`config.mk`:
```
export PLATFORM = sky130hd
export DESIGN_NAME = ijtag_multi_sib
export DESIGN_NICKNAME = d
export VERILOG_FILES = /design/src/rtl/ijtag_multi_sib.sv
export SDC_FILE = /design/constraint.sdc
export NUM_CORES = 1
export LEC_CHECK = 0
export CORE_AREA = 5 5 42 44
export CTS_CLUSTER_DIAMETER = 80
export DETAILED_ROUTE_END_ITERATION = 7
export DIE_AREA = 0 0 47 49
export PLACE_DENSITY = 0.85
export SLEW_MARGIN = 0
export SYNTH_ARGS = -nofsm -noshare
export SYNTH_HDL_FRONTEND = slang
export SYNTH_SLANG_ARGS = --single-unit
```
`constraint.sdc`:
```
create_clock -name ijtag_tck -period 2.1 [get_ports ijtag_tck]
set_input_delay 0.63 -clock ijtag_tck [delete_from_list [all_inputs] [get_ports ijtag_tck]]
set_output_delay 0.63 -clock ijtag_tck [all_outputs]
set_load 0.01 [all_outputs]
```
`src/rtl/ijtag_multi_sib.sv`:
```
// ----------------------------------------------------------------------------
// ijtag_multi_sib
//
// Multi-bit Segment Insertion Bit block for an IJTAG scan network. Each of the
// NUM_CH SIB bits owns one child segment. When a bit's update latch is set,
// that child is spliced into the scan path directly in front of the bit.
//
// Parameters
//   NUM_CH         : number of SIB bits / child segments (1..8)
//   RETIME_SO      : 1 = scan-out through a latch that is transparent while tck
//                    is low; 0 = scan-out taken directly from the last SIB bit
//   CAPTURE_STATUS : 0 = capture loads zeros; 1 = capture loads the update latch
//
// Ports
//   ijtag_tck      : scan clock (shift on posedge, update/enable on negedge)
//   ijtag_reset    : asynchronous active-low reset
//   ijtag_sel      : segment select
//   ijtag_ce       : capture enable
//   ijtag_se       : shift enable
//   ijtag_ue       : update enable
//   ijtag_si       : scan-in
//   ijtag_so       : scan-out
//   ijtag_from_so  : scan-out of child i on bit i
//   ijtag_to_si    : scan-in for child i
//   ijtag_to_sel   : select for child i
//   ijtag_open     : update-latch value (which children are open)
// ----------------------------------------------------------------------------
module ijtag_multi_sib #(
    parameter int unsigned NUM_CH         = 4,
    parameter bit          RETIME_SO      = 1'b1,
    parameter bit          CAPTURE_STATUS = 1'b0
) (
    input  logic              ijtag_tck,
    input  logic              ijtag_reset,
    input  logic              ijtag_sel,
    input  logic              ijtag_ce,
    input  logic              ijtag_se,
    input  logic              ijtag_ue,
    input  logic              ijtag_si,
    output logic              ijtag_so,
    input  logic [NUM_CH-1:0] ijtag_from_so,
    output logic [NUM_CH-1:0] ijtag_to_si,
    output logic [NUM_CH-1:0] ijtag_to_sel,
    output logic [NUM_CH-1:0] ijtag_open
);

    logic [NUM_CH-1:0] sib;
    logic [NUM_CH-1:0] sib_latch;
    logic [NUM_CH-1:0] en;
    logic [NUM_CH-1:0] prev;
    logic [NUM_CH-1:0] shift_next;

    // Previous stage of each bit: scan-in for bit 0, the lower SIB bit otherwise.
    always_comb begin
        prev    = '0;
        prev[0] = ijtag_si;
        for (int unsigned i = 1; i < NUM_CH; i++) begin
            prev[i] = sib[i-1];
        end
    end

    // An open bit takes its child's scan-out; a closed bit bypasses the child.
    always_comb begin
        shift_next = (sib_latch & ijtag_from_so) | (~sib_latch & prev);
    end

    // Shift register: capture has priority over shift; holds when deselected.
    always_ff @(posedge ijtag_tck or negedge ijtag_reset) begin
        if (!ijtag_reset) begin
            sib <= '0;
        end else if (ijtag_sel && ijtag_ce) begin
            sib <= CAPTURE_STATUS ? sib_latch : '0;
        end else if (ijtag_sel && ijtag_se) begin
            sib <= shift_next;
        end
    end

    // Update latch and enable register. en trails sib_latch by one negedge so
    // a child opens or closes one tck cycle after its update; en is loaded
    // regardless of sel.
    always_ff @(negedge ijtag_tck or negedge ijtag_reset) begin
        if (!ijtag_reset) begin
            sib_latch <= '0;
            en        <= '0;
        end else begin
            if (ijtag_sel && ijtag_ue) begin
                sib_latch <= sib;
            end
            en <= sib_latch;
        end
    end

    assign ijtag_to_si  = prev;
    assign ijtag_to_sel = en & {NUM_CH{ijtag_sel}};
    assign ijtag_open   = sib_latch;

    generate
        if (RETIME_SO) begin : g_retime
            logic so_q;
            // Transparent while tck is low, so scan-out moves half a cycle
            // after the shifting posedge and is stable across the next one.
            always_latch begin
                if (!ijtag_reset) begin
                    so_q <= 1'b0;
                end else if (!ijtag_tck) begin
                    so_q <= sib[NUM_CH-1];
                end
            end
            assign ijtag_so = so_q;
        end else begin : g_direct
            assign ijtag_so = sib[NUM_CH-1];
        end
    endgenerate

endmodule
```
# Word level (Yosys, flattened, before mapping)
# Cells that the tools add are included.
word_totals:
  ff_bits: 12
  latchBits: 1
  input_bits: 11
  out_inout_bits: 13
  elab_cells: 19
op_classes:
  n_mux: 6
  n_bitwise: 5
  reduce_logical: 4
op_table:
  columns: ["operator", "count"]
  rows:
  - ["bitwise AND 4 bit", 3]
  - ["2-to-1 mux 4 bit", 2]
  - ["2-to-1 mux 1 bit", 4]
  - ["NOT 4 bit", 1]
  - ["bitwise OR 4 bit", 1]
  - ["logical AND 1 bit", 3]
  - ["nonzero test 2 bit", 1]

# Depth between registers and ports, before layout
# Gate-level depths: netlist (run 1).
depth:
  depth_word: 5
  mapped_depth: 2
  ltp_nobuf: 2

==> flow_summary_export.csv, run 1 <==
group,metric,value,unit
status,outcome,"complete, but fails checks",
status,violations,"negative setup slack",
power,pwr-share-clk,41.9,%
worst_setup_path,arrival,2.06,ns
synth,yosys.area.top_type,"dfrtn_1",
power,p_sw,151,µW
grt,grt_pass1_vias,449,
synth,yosysUniqueCellTypes,13,
final_layout,final_util,65.2,%
power,vdd_drop_max,442,µV
synth,ys_ff_latch,13,
min_path,hold_class,"input pin to async pin",
place,place_inst,81,
worst_setup_path,critPathKind,"flop to output pin",
final_layout,drive_gt1_share,50.7,%
worst_setup_path,rr_endpoint,"sib[1]$_DFFE_PN0P_",
synth,synth.avg_cell_area,13.8,µm²
final_layout,design_area,913,µm²
synth,synth_area_leaders,"dfrtn_1 38%, dfrtp_1 19%, mux2_2 8.6%",
synth,synth_fp_nets,49,
floorplanning,start_util,37.4,%
place,gp_congestion,0.703,
timing,setup-violations-final,9,
route,routedWlPerCell,13.6,µm
grt,antenna_found_initial,0,
synth,yosys.area.top_type_share,38.2,%
route,via_count,421,
route,routed_via_density,4.63,
place,dp_slack,-0.779,ns
power,power.leakage,0.450,nW
place,port_buffers,23,
worst_setup_path,cp.required,1.47,ns
timing,fin_ws,-0.586,ns
final_layout,diodes,0,
final_layout,final_common_cell,"clkdlybuf4s50_1",
route,drcViolationCount,0,
synth,netlist_area,524,µm²
final_layout,final_cell_mix,"10 x clkdlybuf4s50_1, 8 x dfrtn_1, 8 x buf_4, 7 x buf_6, 6 x clkbuf_4",
floorplanning,fp.dieArea,0.00230,mm²
place,hpwlAfterDp,905,µm
route,wl_met2,567,µm
route,dr.pass1.iters,2,
timing,finClkSkew,0.135,ns
grt,grt_max_degree,8,
worst_setup_path,crit_path_end_kind,"output pin",
worst_setup_path,crit_path_start_kind,"flop",
floorplanning,fp.dieH,49,µm
worst_setup_path,worst-r2r-setup-slack,0.04,ns
power,powerDensity,707,mW/mm²
timing,finalMaxSlewViolations,0,
synth,syn_inst,38,
run,maxCapViolations,0,
route,antenna_left,0,
grt,grt_overflow,0,
floorplanning,rows,14,
floorplanning,design.core.area,0.00140,mm²
timing,rsz0062_at_grt,"yes",
place,dpl_cell_area,838,µm²
power,p_comb_share,17.3,%
timing,maxSlewHeadroom,66.1,%
clocking,cts_tree,"done",
timing,hold_viol,0,
final_layout,layoutNonFillerInstCount,91,
power,p_total,646,µW
power,power_frac_seq,40.8,%
timing,setup_tns,-4.74,ns
worst_setup_path,r2r_cells,4,
route,wl_met3,112,µm
floorplanning,ios,24,
floorplanning,dieWidth,47,µm
grt,grt_usage,14.5,%
route,dr.max_layer_used,"met4",
power,power.internal,495,µW
final_layout,area_growth,74.2,%
route,routed_wl,1240,µm
timing,timing.hold.ws,0.320,ns
worst_setup_path,worst-path-max-fanout,1,
final_layout,nets,87,
timing,worst_pin_slew,0.503,ns
synth,yosys_warnings,0,
power,netSwitchingFraction,23.4,%
worst_setup_path,r2r-start,"ijtag_open[1]$_DFFE_NN0P_",
route,drt_iter0_markers,6,
clocking,clk_latency,0.39,ns
grt,grt_pass1_wl,2030,µm
clocking,clk_pin_slew,0.07,ns
route,met1Wirelength,496,µm
==> cells by family after synthesis <==
| logic type | count (synthesis) | synth area share [%] |
|---|---|---|
| flip-flops | 12 | 57.3 |
| multiplexers | 8 | 16.2 |
| AND/OR/NAND/NOR | 8 | 10.3 |
| AO/OA/AOI/OAI | 5 | 7.64 |
| buffers and inverters | 4 | 5.73 |
| latches | 1 | 2.86 |
==> layer usage <==
layer / track usage, % / vias up
met4: 17.5 / 0
li1: - / 204
met2: 17.9 / 23
met3: 8.49 / 6
met5: 0 / -
met1: 14.4 / 188
==> worst max path at each step <==
stage / startpoint / end / slack, ns
after floorplan: ijtag_ue / ijtag_open[0]$_DFFE_NN0P_ / -0.09
after global routing: en[2]$_DFF_NN0_ / ijtag_to_sel[2] / -0.63
after CTS: en[2]$_DFF_NN0_ / ijtag_to_sel[2] / -0.60
after global placement: ijtag_so$_DLATCH_P_ / ijtag_so / -0.75
after detailed placement: ijtag_so$_DLATCH_P_ / ijtag_so / -0.78
final: en[2]$_DFF_NN0_ / ijtag_to_sel[2] / -0.59
==> sequential cells by signal, summed over array words and instances (netlist names) <==
signal      cells
en              4
ijtag_so        1
ijtag_open      4
sib             4
==> timing repair <==
action                                  CTS  global route
endpoints found under the setup margin   14            11
gates resized for setup                  48             4
hold buffers                              1             0
buffers inserted                          1             1
endpoints found under the hold margin     1             0
==> cells in the mapped netlist <==
master,instances
nand2_2,1
mux2i_1,4
o2bb2ai_1,4
nand2_1,1
mux2_2,4
nand3b_1,1
dlxtp_1,1
dfrtp_1,4
buf_4,4
dfrtn_1,8
o21ai_0,1
and2_1,1
and2_2,4
==> worst max-delay path, cell delays in order, from the launching register on <==
cell	delay, ns
dfrtn_1	0.39
and2_4	0.13
buf_6	0.09
==> cell type report <==
cell class / count / area, µm²
fillers: 111 / 488
flip-flops and latches: 13 / 315
multi-input cells: 21 / 216
well taps: 16 / 20.0
clock buffers: 7 / 58.8
repair buffers: 34 / 303
==> power by group through the flow <==
stage	clock network, mW	logic [mW]	registers (mW)
floorplan	0.00394	0.0394	0.271
detailed placement	0.00392	0.112	0.267
finish	0.270	0.112	0.263
global placement	0.00392	0.109	0.267
global route	0.294	0.121	0.266
CTS	0.280	0.109	0.263
Power figures use the tool's default switching activity.
==> run 2: changes to the inputs <==
--- a/config.mk
+++ b/config.mk
@@ -5,11 +5,11 @@
 export SDC_FILE = /design/constraint.sdc
 export NUM_CORES = 1
 export LEC_CHECK = 0
-export CORE_AREA = 5 5 42 44
+export CORE_AREA = 2 2 42 44
 export CTS_CLUSTER_DIAMETER = 80
 export DETAILED_ROUTE_END_ITERATION = 7
-export DIE_AREA = 0 0 47 49
-export PLACE_DENSITY = 0.85
+export DIE_AREA = 0 0 44 46
+export PLACE_DENSITY = 0.75
 export SLEW_MARGIN = 0
 export SYNTH_ARGS = -nofsm -noshare
 export SYNTH_HDL_FRONTEND = slang
==> flow_summary_export.csv, run 2 (same netlist as run 1, synthesis figures left out) <==
group,metric,value,unit
worst_setup_path,crit_path_end_kind,"output pin",
timing,worst_pin_slew,0.430,ns
route,dr.pass1.iters,4,
final_layout,drive_gt1_share,46.5,%
place,place_inst,80,
status,outcome,"complete, but fails checks",
place,dpl_cell_area,837,µm²
worst_setup_path,cpMaxStageDelayCell,"dfrtn_1",
route,routed_wl,1030,µm
run,maxCapViolations,0,
final_layout,layoutNonFillerInstCount,88,
timing,timing.hold.ws,0.415,ns
final_layout,area_growth,69.2,%
final_layout,final_common_cell,"clkdlybuf4s50_1",
worst_setup_path,worst-r2r-setup-slack,0.11,ns
power,vdd_drop_max,288,µV
timing,finClkSkew,0.0163,ns
worst_setup_path,critPathKind,"flop to output pin",
min_path,hp-start,"ijtag_reset",
floorplanning,fp.dieH,46,µm
route,routed_via_density,4.61,
final_layout,final_cell_mix,"11 x clkdlybuf4s50_1, 8 x dfrtn_1, 7 x clkbuf_4, 5 x buf_6, 5 x buf_4",
clocking,clk_pin_slew,0.05,ns
min_path,hold_class,"input pin to clock gate",
final_layout,design_area,887,µm²
power,power.leakage,0.429,nW
grt,grt_max_degree,15,
route,via_count,406,
final_layout,diodes,0,
floorplanning,ios,24,
grt,grt_pass1_wl,1640,µm
timing,finalMaxSlewViolations,0,
timing,rsz0062_at_grt,"yes",
timing,hold_viol,0,
power,p_total,614,µW
grt,grt_overflow,0,
timing,setup-violations-final,9,
min_path,worstHoldPathCells,3,
clocking,cts_tree,"done",
power,powerDensity,692,mW/mm²
worst_setup_path,cp.required,1.47,ns
place,hpwlAfterDp,784,µm
route,drcViolationCount,0,
timing,setup_tns,-4.72,ns
final_layout,nets,84,
worst_setup_path,r2r_cells,3,
worst_setup_path,crit_path_start_kind,"flop",
worst_setup_path,path_cells,"and2_4, buf_6",
grt,antenna_found_initial,0,
route,routedWlPerCell,11.7,µm
floorplanning,fp.dieArea,0.00202,mm²
worst_setup_path,worst-path-max-fanout,1,
worst_setup_path,r2r-start,"ijtag_open[2]$_DFFE_NN0P_",
grt,grt_pass1_vias,425,
place,port_buffers,23,
worst_setup_path,rr_endpoint,"sib[2]$_DFFE_PN0P_",
place,gp_congestion,0.699,
worst_setup_path,worst_path_largest_cell_delay,0.39,ns
floorplanning,design.core.area,0.00161,mm²
timing,maxSlewHeadroom,71.0,%
status,violations,"negative setup slack",
route,antenna_left,0,
grt,grt_usage,12.1,%
timing,fin_ws,-0.581,ns
clocking,clk_latency,0.39,ns
floorplanning,start_util,32.5,%
route,drt_iter0_markers,6,
floorplanning,dieWidth,44,µm
floorplanning,rows,15,
clocking,post-cts-setup-buffers,0,
worst_setup_path,arrival,2.05,ns
[run 2: changes by cell type in the layout (fill, tap and decap cells not counted)]
cell	previous run	this run
mux2i_1	3	4
mux2i_2	1	0
clkdlybuf4s15_2	1	2
clkdlybuf4s50_1	10	11
buf_4	8	5
clkbuf_2	1	0
buf_6	7	5
buf_12	0	1
dlygate4sd2_1	2	1
clkbuf_8	1	0
clkbuf_4	6	7
[run 2: worst max-delay path: cells and delay by family, from the launching register on]
family,cells,cell delay (ns)
DFF,1,0.39
and+or+nand+nor,1,0.13
buffers and inverters,1,0.09
[run 2: area by class of cell]
type                            count  area [µm²]
Clock buffer                        7        52.6
Fill cell                         138         727
Multi-Input combinational cell     21         213
Sequential cell                    13         315
Tap cell                           17        21.3
Timing Repair Buffer               30         285
[run 2: worst max-delay path by stage]
stage / start / end / depth (start not counted)
after floorplan: ijtag_ue / ijtag_open[0]$_DFFE_NN0P_ / 2
after global placement: ijtag_so$_DLATCH_P_ / ijtag_so / 1
after detailed placement: ijtag_so$_DLATCH_P_ / ijtag_so / 1
after CTS: en[2]$_DFF_NN0_ / ijtag_to_sel[2] / 2
after global routing: en[1]$_DFF_NN0_ / ijtag_to_sel[1] / 2
final: en[2]$_DFF_NN0_ / ijtag_to_sel[2] / 2
[run 2: what timing repair did]
| item | 4_1_cts | 5_1_grt |
|---|---|---|
| resized for setup | 47 | 1 |
| hold buffers | 1 | 0 |
| setup endpoints to repair | 14 | 9 |
| endpoints found under the hold margin | 1 | 0 |
[run 2: stage by stage]
step           util [%]  setup WS, ns
6_report           55.0        -0.581
5_1_grt            55.0        -0.627
4_1_cts            54.6        -0.588
3_5_place_dp       51.9        -0.781
3_3_place_gp       51.9        -0.789
2_1_floorplan         -       -0.0913
[run 2: per-layer routing]
metal	routed length (µm)	vias up	GRT usage [%]	part of all wire, %
li1	-	197	-	-
met1	404	189	11.4	39
met2	538	16	19.7	52
met3	67	4	3.97	6.5
met4	19	0	13.3	1.8
met5	0	-	0	0
[run 2: power by group]
part	switching, mW	internal, mW
combinational	0.0392	0.0665
clock	0.0934	0.152
sequential	0.00788	0.254
